**config.mk**
```make
export PLATFORM = sky130hd
export DESIGN_NAME = pipe_rca
export DESIGN_NICKNAME = d
export VERILOG_FILES = /design/src/rtl/adder_pkg.sv /design/src/rtl/rca_seg.sv /design/src/rtl/pipe_rca.sv
export SDC_FILE = /design/constraint.sdc
export NUM_CORES = 1
export LEC_CHECK = 0
export CAP_MARGIN = 10
export CORE_MARGIN = 4
export CORE_UTILIZATION = 55
export CTS_CLUSTER_SIZE = 40
export DETAILED_ROUTE_END_ITERATION = 7
export PLACE_DENSITY = 0.84
export SLEW_MARGIN = 0
export SYNTH_ARGS = -nofsm -noshare
export SYNTH_HDL_FRONTEND = slang
export SYNTH_HIERARCHICAL = 1
export SYNTH_SLANG_ARGS = --single-unit
```
**constraint.sdc**
```tcl
create_clock -name clk -period 7.3 [get_ports clk]
set_input_delay 1.095 -clock clk [delete_from_list [all_inputs] [get_ports clk]]
set_output_delay 1.095 -clock clk [all_outputs]
set_load 0.005 [all_outputs]
```
**src/rtl/adder_pkg.sv**
```systemverilog
// Shared types and elaboration helpers for the pipelined ripple-carry adder.
// Result flags travel as one struct so they are registered together with the sum.
package adder_pkg;

    typedef struct packed {
        logic cout;
        logic ovf;
    } flags_t;

    function automatic int stages_of(input int width, input int seg);
        return width / seg;
    endfunction

    function automatic bit geometry_ok(input int width, input int seg);
        return (seg > 0) && (width >= seg) && (width % seg == 0);
    endfunction

endpackage

```
**src/rtl/rca_seg.sv**
```systemverilog
// Combinational SEG-bit ripple segment built from propagate/generate terms.
// c_msb is the carry into the segment's top bit, used for signed overflow.
module rca_seg
    import adder_pkg::*;
#(
    parameter int SEG = 4
) (
    input  logic [SEG-1:0] a_seg,
    input  logic [SEG-1:0] b_seg,
    input  logic           c_in,
    output logic [SEG-1:0] sum,
    output logic           c_out,
    output logic           c_msb
);

    logic [SEG-1:0] p;
    logic [SEG-1:0] g;
    logic [SEG:0]   c;

    assign p = a_seg ^ b_seg;
    assign g = a_seg & b_seg;

    always_comb begin
        c    = '0;
        c[0] = c_in;
        for (int i = 0; i < SEG; i++) begin
            c[i+1] = g[i] | (p[i] & c[i]);
        end
    end

    assign sum   = p ^ c[SEG-1:0];
    assign c_out = c[SEG];
    assign c_msb = c[SEG-1];

endmodule

```
**src/rtl/pipe_rca.sv**
```systemverilog
// Pipelined ripple-carry adder/subtractor: one SEG-bit segment per stage,
// carries registered between stages, single global stall enable.
module pipe_rca
    import adder_pkg::*;
#(
    parameter int WIDTH = 16,
    parameter int SEG   = 4
) (
    input  logic             clk,
    input  logic             rst,
    input  logic             in_valid,
    output logic             in_ready,
    input  logic [WIDTH-1:0] a,
    input  logic [WIDTH-1:0] b,
    input  logic             cin,
    input  logic             sub,
    output logic             out_valid,
    input  logic             out_ready,
    output logic [WIDTH-1:0] y,
    output logic             cout,
    output logic             ovf
);

    localparam int STAGES = stages_of(WIDTH, SEG);

    if (!geometry_ok(WIDTH, SEG)) begin : g_bad_geometry
        $error("pipe_rca: WIDTH must be a positive multiple of SEG");
    end

    // Handshake: a transfer happens on a rising edge where valid && ready.
    // The whole pipe advances only when the output slot is empty or being
    // taken, so in_ready is combinational from out_valid/out_ready.
    logic en;

    // st_* are the inputs of stage k; *_q are the registers after stage k.
    logic [STAGES-1:0][WIDTH-1:0] st_a, st_b, st_s, nxt_s;
    logic [STAGES-1:0][WIDTH-1:0] a_q, b_q, s_q;
    logic [STAGES-1:0]            st_c, st_v, c_q, v_q;
    logic [STAGES-1:0][SEG-1:0]   seg_sum;
    logic [STAGES-1:0]            seg_co, seg_msb;
    flags_t                       flags_q;

    assign en        = !v_q[STAGES-1] || out_ready;
    assign in_ready  = en;
    assign out_valid = v_q[STAGES-1];
    assign y         = s_q[STAGES-1];
    assign cout      = flags_q.cout;
    assign ovf       = flags_q.ovf;

    // Subtraction is folded in at capture: invert b and the carry-in.
    always_comb begin
        st_a    = '0;
        st_b    = '0;
        st_s    = '0;
        st_c    = '0;
        st_v    = '0;
        st_a[0] = a;
        st_b[0] = b ^ {WIDTH{sub}};
        st_c[0] = cin ^ sub;
        st_v[0] = in_valid;
        for (int k = 1; k < STAGES; k++) begin
            st_a[k] = a_q[k-1];
            st_b[k] = b_q[k-1];
            st_s[k] = s_q[k-1];
            st_c[k] = c_q[k-1];
            st_v[k] = v_q[k-1];
        end
    end

    for (genvar k = 0; k < STAGES; k++) begin : g_seg
        rca_seg #(.SEG(SEG)) u_seg (
            .a_seg (st_a[k][k*SEG +: SEG]),
            .b_seg (st_b[k][k*SEG +: SEG]),
            .c_in  (st_c[k]),
            .sum   (seg_sum[k]),
            .c_out (seg_co[k]),
            .c_msb (seg_msb[k])
        );
    end

    // Finished low bits ride along; each stage drops its own segment in.
    always_comb begin
        nxt_s = st_s;
        for (int k = 0; k < STAGES; k++) begin
            nxt_s[k][k*SEG +: SEG] = seg_sum[k];
        end
    end

    always_ff @(posedge clk) begin
        if (rst) begin
            a_q     <= '0;
            b_q     <= '0;
            s_q     <= '0;
            c_q     <= '0;
            v_q     <= '0;
            flags_q <= '0;
        end else if (en) begin
            a_q          <= st_a;
            b_q          <= st_b;
            s_q          <= nxt_s;
            c_q          <= seg_co;
            v_q          <= st_v;
            flags_q.cout <= seg_co[STAGES-1];
            flags_q.ovf  <= seg_co[STAGES-1] ^ seg_msb[STAGES-1];
        end
    end

endmodule

```
==> results of run 1 <==
## final cells by class
cell class	instances	area share (%)
repair buffers	59	12.2
flip-flops and latches	97	40.7
clock buffers	10	2.88
well taps	99	2.59
inverters	41	3.25
clock inverters	5	1.78
multi-input cells	312	36.6
## metal layers
layer	up-vias	GRT usage, %	wire length, um
met3	15	4.25	320
li1	1570	-	-
met5	-	0	0
met1	1380	22.1	3420
met4	0	6.62	146
met2	60	28.1	3220
## sequential cells by signal, summed over array words and instances, names as in the netlist
signal	cells
ovf	1
b_q	24
nxt_s	24
cout	1
a_q	24
v_q	4
y	16
c_q	3
## cells in the mapped netlist, drive strengths merged
cell,number
dfxtp,97
fa,16
nor2,15
a21oi,83
xor2,5
nand2,166
clkbuf,7
xnor2,13
nor2b,1
inv,41
a211oi,13
buf,27
## power breakdown
group	internal (W)	switching [W]	leakage (nW)
clock network	0.000203	0.000178	0.109
logic	0.0000598	0.0000580	0.970
registers	0.000564	0.0000182	0.797
total	0.000826	0.000254	1.88
## critical path, stage by stage
cell and delay [ns]:
clkdlybuf4s50_1 0.44, nor2b_4 0.11, buf_4 0.63, clkinv_2 0.14, clkdlybuf4s50_1 0.48
## cell families after synthesis
group | after synthesis | synth area share [%]
xor gates and xnor gates | 18 | 3.89
buffers and inverters | 75 | 9.01
adders and majority gates | 16 | 7.90
AOI/OAI and AO/OA | 96 | 14.3
DFF | 97 | 47.9
and+or+nand+nor | 182 | 17.1
## per-stage QoR
step           util, %  power, W  std cells  hold WS [ns]
2_1_floorplan        -  0.000668        484         0.432
3_3_place_gp      63.1  0.000706        608         0.438
3_5_place_dp      63.1  0.000711        608         0.444
4_1_cts           66.2   0.00109        623         0.454
5_1_grt           66.2   0.00113        623         0.470
6_report          66.2   0.00108        623         0.452
## final timing paths
check	endpoint	startpoint
max	in_ready	out_ready
min	y[10]$_SDFFE_PP0P_	y[10]$_SDFFE_PP0P_
max reg2reg	nxt_s[59]$_SDFFE_PP0P_	a_q[24]$_SDFFE_PP0P_
min reg2reg	y[10]$_SDFFE_PP0P_	y[10]$_SDFFE_PP0P_
==> results_dict.tcl, run 1 <==
set metrics [dict create \
    crit_path_end_kind "output pin" \
    die_w_um 93.9 \
    antenna_cells 0 \
    yosysSeqAreaShare_pct 47.9 \
    slew_headroom_pct 28.5 \
    fin_ws_ns 3.26 \
    synth_area_leaders "dfxtp_1, nand2_1, a21oi_1" \
    clock-sinks 97 \
    clockBufferDepth 2 \
    syn_nets 538 \
    grt.overflow.total 0 \
    wl_per_cell_um 11.4 \
    worstMarginPinSlew_ns 1.07 \
    gp_congestion 0.780 \
    grtUsageTotal_pct 17.3 \
    worstPathArrival_ns 2.94 \
    clk_latency_ns 0.35 \
    syn_area_um2 4060 \
    synth.top_cell.area_share_pct 47.9 \
    dp_slack_ns 3.00 \
    clk_pin_slew_ns 0.09 \
    via_per_inst 4.86 \
    die_y_um 93.9 \
    finalInstanceArea_um2 4780 \
    drv_slew 0 \
    grt_pass1_wl_um 12400 \
    ys.warnings.count 6 \
    hp-class "flop to flop" \
    r2r_slack_ns 4.95 \
    cts_tree "built" \
    drtIter0Drc 182 \
    antenna_found_initial 0 \
    r2r_cells 10 \
    drive_gt1_share_pct 6.30 \
    ctsHoldBuffers 0 \
    path_class "input port to output pin" \
    setup_viol 0 \
    path_max_fanout 85 \
    final_common_cell "nand2_1" \
    synth_cells 484 \
    drc 0 \
    p_leak_nw 1.88 \
    rsz0062_at_grt "false" \
    skew_ns 0.0126 \
    place_area_um2 4550 \
    ant_nets 0 \
    hold_viol 0 \
    multi_input_area_um2 1750 \
    cts_root_buf "clkbuf_8" \
    holdPathStages 2 \
    synth_top_area_cell "dfxtp_1" \
    grt_pass1_vias 2935 \
    power_density_nw_per_um2 226 \
    start_util_pct 56.2 \
    synth_cell_types 15 \
    ctsResizeCount 0 \
    finalCritPeriodShare_pct 55.3 \
    critical_path_required_ns 6.20 \
    fill_cells 600 \
    fin_tns_setup_ns 0 \
    synth_seq_cells 97 \
    max_freq_ghz 0.248 \
    grt_max_degree 110 \
    ios 58 \
    syn_area_per_cell_um2 8.38 \
    startpoint_type "input port" \
    port_buffers 57 \
    place_hpwl_um 4570 \
    dieArea_um2 8810 \
    fin_crit_ns 4.04 \
    cts_setup_buffers 0 \
    maxCapViolations 0 \
    cts_buffers 9 \
    drt-total-wl_um 7110 \
    core_um2 7210 \
    ir_drop_mv 0.0957 \
    htree_levels 3 \
    syn_to_final_growth_pct 17.7 \
    rows 31 \
    final_cell_mix "nand2_1, dfxtp_1, a21oi_1" \
    outcome "finished, final reports clean" \
    via_count 3025 \
    dr.pass1.iters 4 \
    seqCellArea_um2 1940 \
    finalNetCount 574 \
]
(Power assumes the default switching activity.)
==> run 2: changes to the inputs <==
--- a/config.mk
+++ b/config.mk
@@ -7,10 +7,10 @@
 export LEC_CHECK = 0
 export CAP_MARGIN = 10
 export CORE_MARGIN = 4
-export CORE_UTILIZATION = 55
+export CORE_UTILIZATION = 49
 export CTS_CLUSTER_SIZE = 40
 export DETAILED_ROUTE_END_ITERATION = 7
-export PLACE_DENSITY = 0.84
+export PLACE_DENSITY = 0.8
 export SLEW_MARGIN = 0
 export SYNTH_ARGS = -nofsm -noshare
 export SYNTH_HDL_FRONTEND = slang
==> constraint.sdc (replaced) <==
create_clock -name clk -period 3.7 [get_ports clk]
set_input_delay 0.555 -clock clk [delete_from_list [all_inputs] [get_ports clk]]
set_output_delay 0.555 -clock clk [all_outputs]
set_load 0.005 [all_outputs]
==> run 2 against run 1 <==
Against the previous run: design area is 0.58% lower; die area increased by 11%; setup slack worse by 2.4 ns; worst hold slack better by 0.0010 ns; critical path depth up 7; clock skew decreased by 0.0047 ns; cell count increased by 0.48%; highest routed layer unchanged.
==> results_dict.tcl, run 2 (synthesized netlist as in run 1, its figures left out) <==
set metrics [dict create \
    p_leak_nw 1.86 \
    cts_root_buf "clkbuf_8" \
    final_cell_mix "nand2_1, dfxtp_1, a21oi_1" \
    clockPowerShare_pct 32.1 \
    dr.pass1.iters 4 \
    critical_path_required_ns 3.89 \
    placedCellCount 612 \
    final_cells 626 \
    ios 58 \
    dieArea_um2 9800 \
    antenna_found_initial 0 \
    via_count 3008 \
    power_density_nw_per_um2 428 \
    grt_pass1_wl_um 12800 \
    gp_congestion 0.765 \
    crit_chain "clkdlybuf4s50_1 -> xor2_1 -> inv_1 -> fa_1 -> inv_1 -> fa_1 -> inv_1 -> fa_1 -> inv_1 -> fa_1 -> nand2_1 -> a21oi_1" \
    place_hpwl_um 4850 \
    syn_to_final_growth_pct 17.1 \
    drc 0 \
    wl_per_cell_um 12.0 \
    outcome "finished, final reports clean" \
    grt_max_degree 110 \
    core_um2 7890 \
    grtUsageTotal_pct 15.8 \
    port_buffers 57 \
    p_sw_w 0.000477 \
    finalNetCount 575 \
    combinationalPowerShare_pct 11.4 \
    via_per_inst 4.81 \
    hold_slack_ns 0.453 \
    critical-path-top-delay-family "adder cells" \
    grt.overflow.total 0 \
    r2r_cells 10 \
    holdPathStages 2 \
    critPathMaxStageDelay_ns 0.58 \
    cts_setup_buffers 0 \
    reg2reg_from "a_q[24]$_SDFFE_PP0P_" \
    p_seq_share_pct 56.5 \
    fin_tns_setup_ns 0 \
    start_util_pct 51.4 \
    ir_drop_mv 0.213 \
    clk_pin_slew_ns 0.08 \
    die_w_um 99.0 \
    drt-total-wl_um 7510 \
    r2r_slack_ns 1.36 \
    reg2reg_to "nxt_s[59]$_SDFFE_PP0P_" \
    p_int_w 0.00155 \
    drv_slew 0 \
    cts_tree "built" \
    drive_gt1_share_pct 6.11 \
    ant_nets 0 \
    clk_latency_ns 0.35 \
    final_common_cell "nand2_1" \
    hold_viol 0 \
    finalCritPeriodShare_pct 77.0 \
    worstPathArrival_ns 3.04 \
    hp-class "flop to flop" \
    swShare_pct 23.5 \
    clockBufferDepth 2 \
    min_to "y[11]$_SDFFE_PP0P_" \
    cts_buffers 9 \
    htree_levels 3 \
    antenna_cells 0 \
    die_y_um 99.0 \
    ctsResizeCount 0 \
    path_max_fanout 3 \
    rsz0062_at_grt "false" \
    grt_pass1_vias 2984 \
    path_buf_inv 5 \
    hp-start "y[11]$_SDFFE_PP0P_" \
    skew_ns 0.00795 \
    crit_path_end_kind "flop" \
    maxCapViolations 0 \
    rows 32 \
    drtIter0Drc 123 \
    fin_crit_ns 2.85 \
    fill_cells 712 \
    clock-sinks 97 \
    startpoint_type "input port" \
    slew_headroom_pct 27.3 \
    cpMaxStageDelayCell "clkdlybuf4s50_1" \
    worstMarginPinSlew_ns 1.09 \
    setup_viol 0 \
    path_class "input port to flop" \
    max_freq_ghz 0.351 \
    ctsHoldBuffers 0 \
]
[run 2: power groups by stage]
stage	clock network [W]	logic, W	registers [W]
6_report	0.000651	0.000232	0.00115
3_3_place_gp	0	0.000224	0.00117
5_1_grt	0.000700	0.000268	0.00116
4_1_cts	0.000663	0.000234	0.00115
3_5_place_dp	0	0.000231	0.00117
2_1_floorplan	0	0.000152	0.00116
[run 2: cell type report]
cell class	instances	area (um2)	area share, %
clock buffers	11	141	2.98
clock inverters	3	42.5	0.896
inverters	41	155	3.27
multi-input cells	312	1750	36.8
flip-flops and latches	97	1940	40.9
well taps	102	128	2.69
repair buffers	60	591	12.4
[run 2: worst max-delay path by stage]
stage	depth (start not counted)	to	from	slack [ns]
floorplan	13	nxt_s[19]$_SDFFE_PP0P_	sub	0.99
global placement	12	nxt_s[19]$_SDFFE_PP0P_	sub	0.56
detailed placement	12	nxt_s[19]$_SDFFE_PP0P_	sub	0.48
CTS	12	nxt_s[19]$_SDFFE_PP0P_	sub	0.85
global route	12	nxt_s[19]$_SDFFE_PP0P_	sub	0.72
finish	12	nxt_s[19]$_SDFFE_PP0P_	sub	0.85
[run 2: worst reg2reg max path, stage by stage (launching register included)]
cell and delay, ns:
dfxtp_1 0.34, inv_1 0.06, fa_1 0.41, inv_1 0.09
fa_1 0.16, inv_1 0.06, fa_1 0.43, inv_1 0.08
fa_1 0.41, nand2_1 0.07, a21oi_1 0.08
[run 2: metrics by stage]
step	setup WS, ns	utilization, %	instance area (um2)	power [W]
detailed placement	0.480	57.9	4560	0.00140
finish	0.851	60.2	4750	0.00203
global placement	0.559	57.9	4560	0.00139
CTS	0.854	60.2	4750	0.00205
floorplan	0.988	-	4060	0.00132
global route	0.717	60.2	4750	0.00213
[run 2: routing by layer]
metal,vias up,share of wire (%),global-route usage (%)
met5,-,0,0
met1,1379,48,20.4
li1,1567,-,-
met3,8,4.5,3.75
met4,0,1.4,5.88
met2,54,46,25.6
==> run 3: changes to the inputs <==
--- a/config.mk
+++ b/config.mk
@@ -7,10 +7,10 @@
 export LEC_CHECK = 0
 export CAP_MARGIN = 10
 export CORE_MARGIN = 4
-export CORE_UTILIZATION = 49
+export CORE_UTILIZATION = 54
 export CTS_CLUSTER_SIZE = 40
 export DETAILED_ROUTE_END_ITERATION = 7
-export PLACE_DENSITY = 0.8
+export PLACE_DENSITY = 0.83
 export SLEW_MARGIN = 0
 export SYNTH_ARGS = -nofsm -noshare
 export SYNTH_HDL_FRONTEND = slang
==> constraint.sdc (replaced) <==
create_clock -name clk -period 2.92 [get_ports clk]
set_input_delay 0.438 -clock clk [delete_from_list [all_inputs] [get_ports clk]]
set_output_delay 0.438 -clock clk [all_outputs]
set_load 0.005 [all_outputs]
==> run 3 against run 2 <==
Against the previous run: sequential share of layout area shrank 0.16 points; non-clock buffer count is the same; total power grew 29%; clock power grew 32%; first-iteration DRC count grew 37%; design area grew 0.40%; clock skew shrank 0.0027 ns; register-to-register slack lost 0.81 ns; critical endpoint unchanged.
==> results_dict.tcl, run 3 (synthesized netlist as in run 1, its figures left out) <==
set metrics [dict create \
    seqCellArea_um2 1940 \
    place_hpwl_um 4810 \
    drt-total-wl_um 7620 \
    setup_viol 0 \
    dieArea_um2 8960 \
    start_util_pct 55.6 \
    crit_chain "clkdlybuf4s50_1 -> xor2_1 -> inv_1 -> fa_1 -> inv_1 -> fa_1 -> inv_1 -> fa_1 -> inv_1 -> fa_1 -> nand2_1 -> a21oi_1" \
    cts_root_buf "clkbuf_8" \
    cpMaxStageDelayCell "clkdlybuf4s50_1" \
    grt_pass1_wl_um 13100 \
    die_y_um 94.7 \
    ctsResizeCount 0 \
    reg2reg_to "nxt_s[59]$_SDFFE_PP0P_" \
    rsz0062_at_grt "false" \
    core_um2 7290 \
    via_per_inst 4.86 \
    final_cell_mix "nand2_1, dfxtp_1, a21oi_1" \
    crit_path_end_kind "flop" \
    gp_congestion 0.794 \
    clock-sinks 97 \
    hp-class "flop to flop" \
    ios 58 \
    cts_setup_buffers 0 \
    startpoint_type "input port" \
    port_buffers 57 \
    grt_max_degree 110 \
    hold_viol 0 \
    fin_crit_ns 2.77 \
    drc 0 \
    cts_buffers 9 \
    power_density_nw_per_um2 549 \
    path_max_fanout 3 \
    worstPathArrival_ns 2.97 \
    cts_tree "built" \
    maxCapViolations 0 \
    finalNetCount 575 \
    ant_nets 0 \
    drv_slew 0 \
    multi_input_area_um2 1750 \
    clk_latency_ns 0.35 \
    hold_slack_ns 0.451 \
    crit_end "nxt_s[19]$_SDFFE_PP0P_" \
    reg2reg_from "a_q[24]$_SDFFE_PP0P_" \
    drtIter0Drc 169 \
    clk_pin_slew_ns 0.08 \
    critPathMaxStageDelay_ns 0.58 \
    slew_headroom_pct 30.8 \
    p_leak_nw 1.88 \
    critical_path_required_ns 3.12 \
    skew_ns 0.00525 \
    wl_per_cell_um 12.2 \
    ir_drop_mv 0.272 \
    syn_to_final_growth_pct 17.5 \
    htree_levels 3 \
    grtUsageTotal_pct 18.6 \
    max_freq_ghz 0.361 \
    antenna_found_initial 0 \
    rows 31 \
    clockBufferDepth 2 \
    final_cells 623 \
    worstMarginPinSlew_ns 1.04 \
    outcome "finished, final reports clean" \
    final_common_cell "nand2_1" \
    path_class "input port to flop" \
    finalCritPeriodShare_pct 94.8 \
    grt.overflow.total 0 \
    antenna_cells 0 \
    drive_gt1_share_pct 6.11 \
    placedCellCount 609 \
    grt_pass1_vias 2920 \
    ctsHoldBuffers 0 \
    fin_tns_setup_ns 0 \
    setup.worst_path.start "sub" \
    r2r_cells 10 \
    fill_cells 660 \
    r2r_slack_ns 0.55 \
    die_w_um 94.7 \
    via_count 3025 \
    dr.pass1.iters 4 \
]
-- run 3: layer usage --
metal / global-route usage (%) / routed length (um) / up-vias / part of all wire, %
li1: - / - / 1571 / -
met1: 25.9 / 3650 / 1375 / 48
met2: 27.8 / 3470 / 65 / 45
met3: 3.59 / 337 / 14 / 4.4
met4: 8.65 / 163 / 0 / 2.1
met5: 0 / 0 / - / 0
-- run 3: power by group --
part / internal [W] / leakage (nW) / switching [W]
combinational: 0.000153 / 0.981 / 0.000150
sequential: 0.00141 / 0.797 / 0.0000457
clock: 0.000436 / 0.0985 / 0.000424
-- run 3: through the flow --
stage                     area, um2  power, W  utilization [%]  setup slack [ns]
final                          4770   0.00262             65.4             0.151
after global placement         4570   0.00177             62.7           -0.0768
after global routing           4770   0.00275             65.4            0.0981
after CTS                      4770   0.00264             65.4             0.157
after detailed placement       4570   0.00178             62.7            -0.157
after floorplan                4060   0.00167                -             0.325
-- run 3: worst max-delay path, delay by kind of cell --
kind	cells	cell delay (ns)
adders and majority gates	4	1.34
buffers and inverters	5	0.86
xor gates and xnor gates	1	0.17
and+or+nand+nor	1	0.08
AOI/OAI and AO/OA	1	0.06
-- run 3: final cells by class --
type	instances	share of cell area, %
Clock inverter	2	0.814
Clock buffer	12	3.25
Inverter	41	3.25
Multi-Input combinational cell	312	36.7
Sequential cell	97	40.7
Timing Repair Buffer	60	12.7
Tap cell	99	2.60
-- run 3: worst min path at each step --
stage                           start                      to  cells past startpoint
4_1_cts            y[11]$_SDFFE_PP0P_      y[11]$_SDFFE_PP0P_                      2
3_3_place_gp   nxt_s[51]$_SDFFE_PP0P_  nxt_s[51]$_SDFFE_PP0P_                      2
3_5_place_dp   nxt_s[51]$_SDFFE_PP0P_  nxt_s[51]$_SDFFE_PP0P_                      2
2_1_floorplan     a_q[4]$_SDFFE_PP0P_     a_q[4]$_SDFFE_PP0P_                      2
5_1_grt            y[13]$_SDFFE_PP0P_      y[13]$_SDFFE_PP0P_                      2
6_report           y[11]$_SDFFE_PP0P_      y[11]$_SDFFE_PP0P_                      2
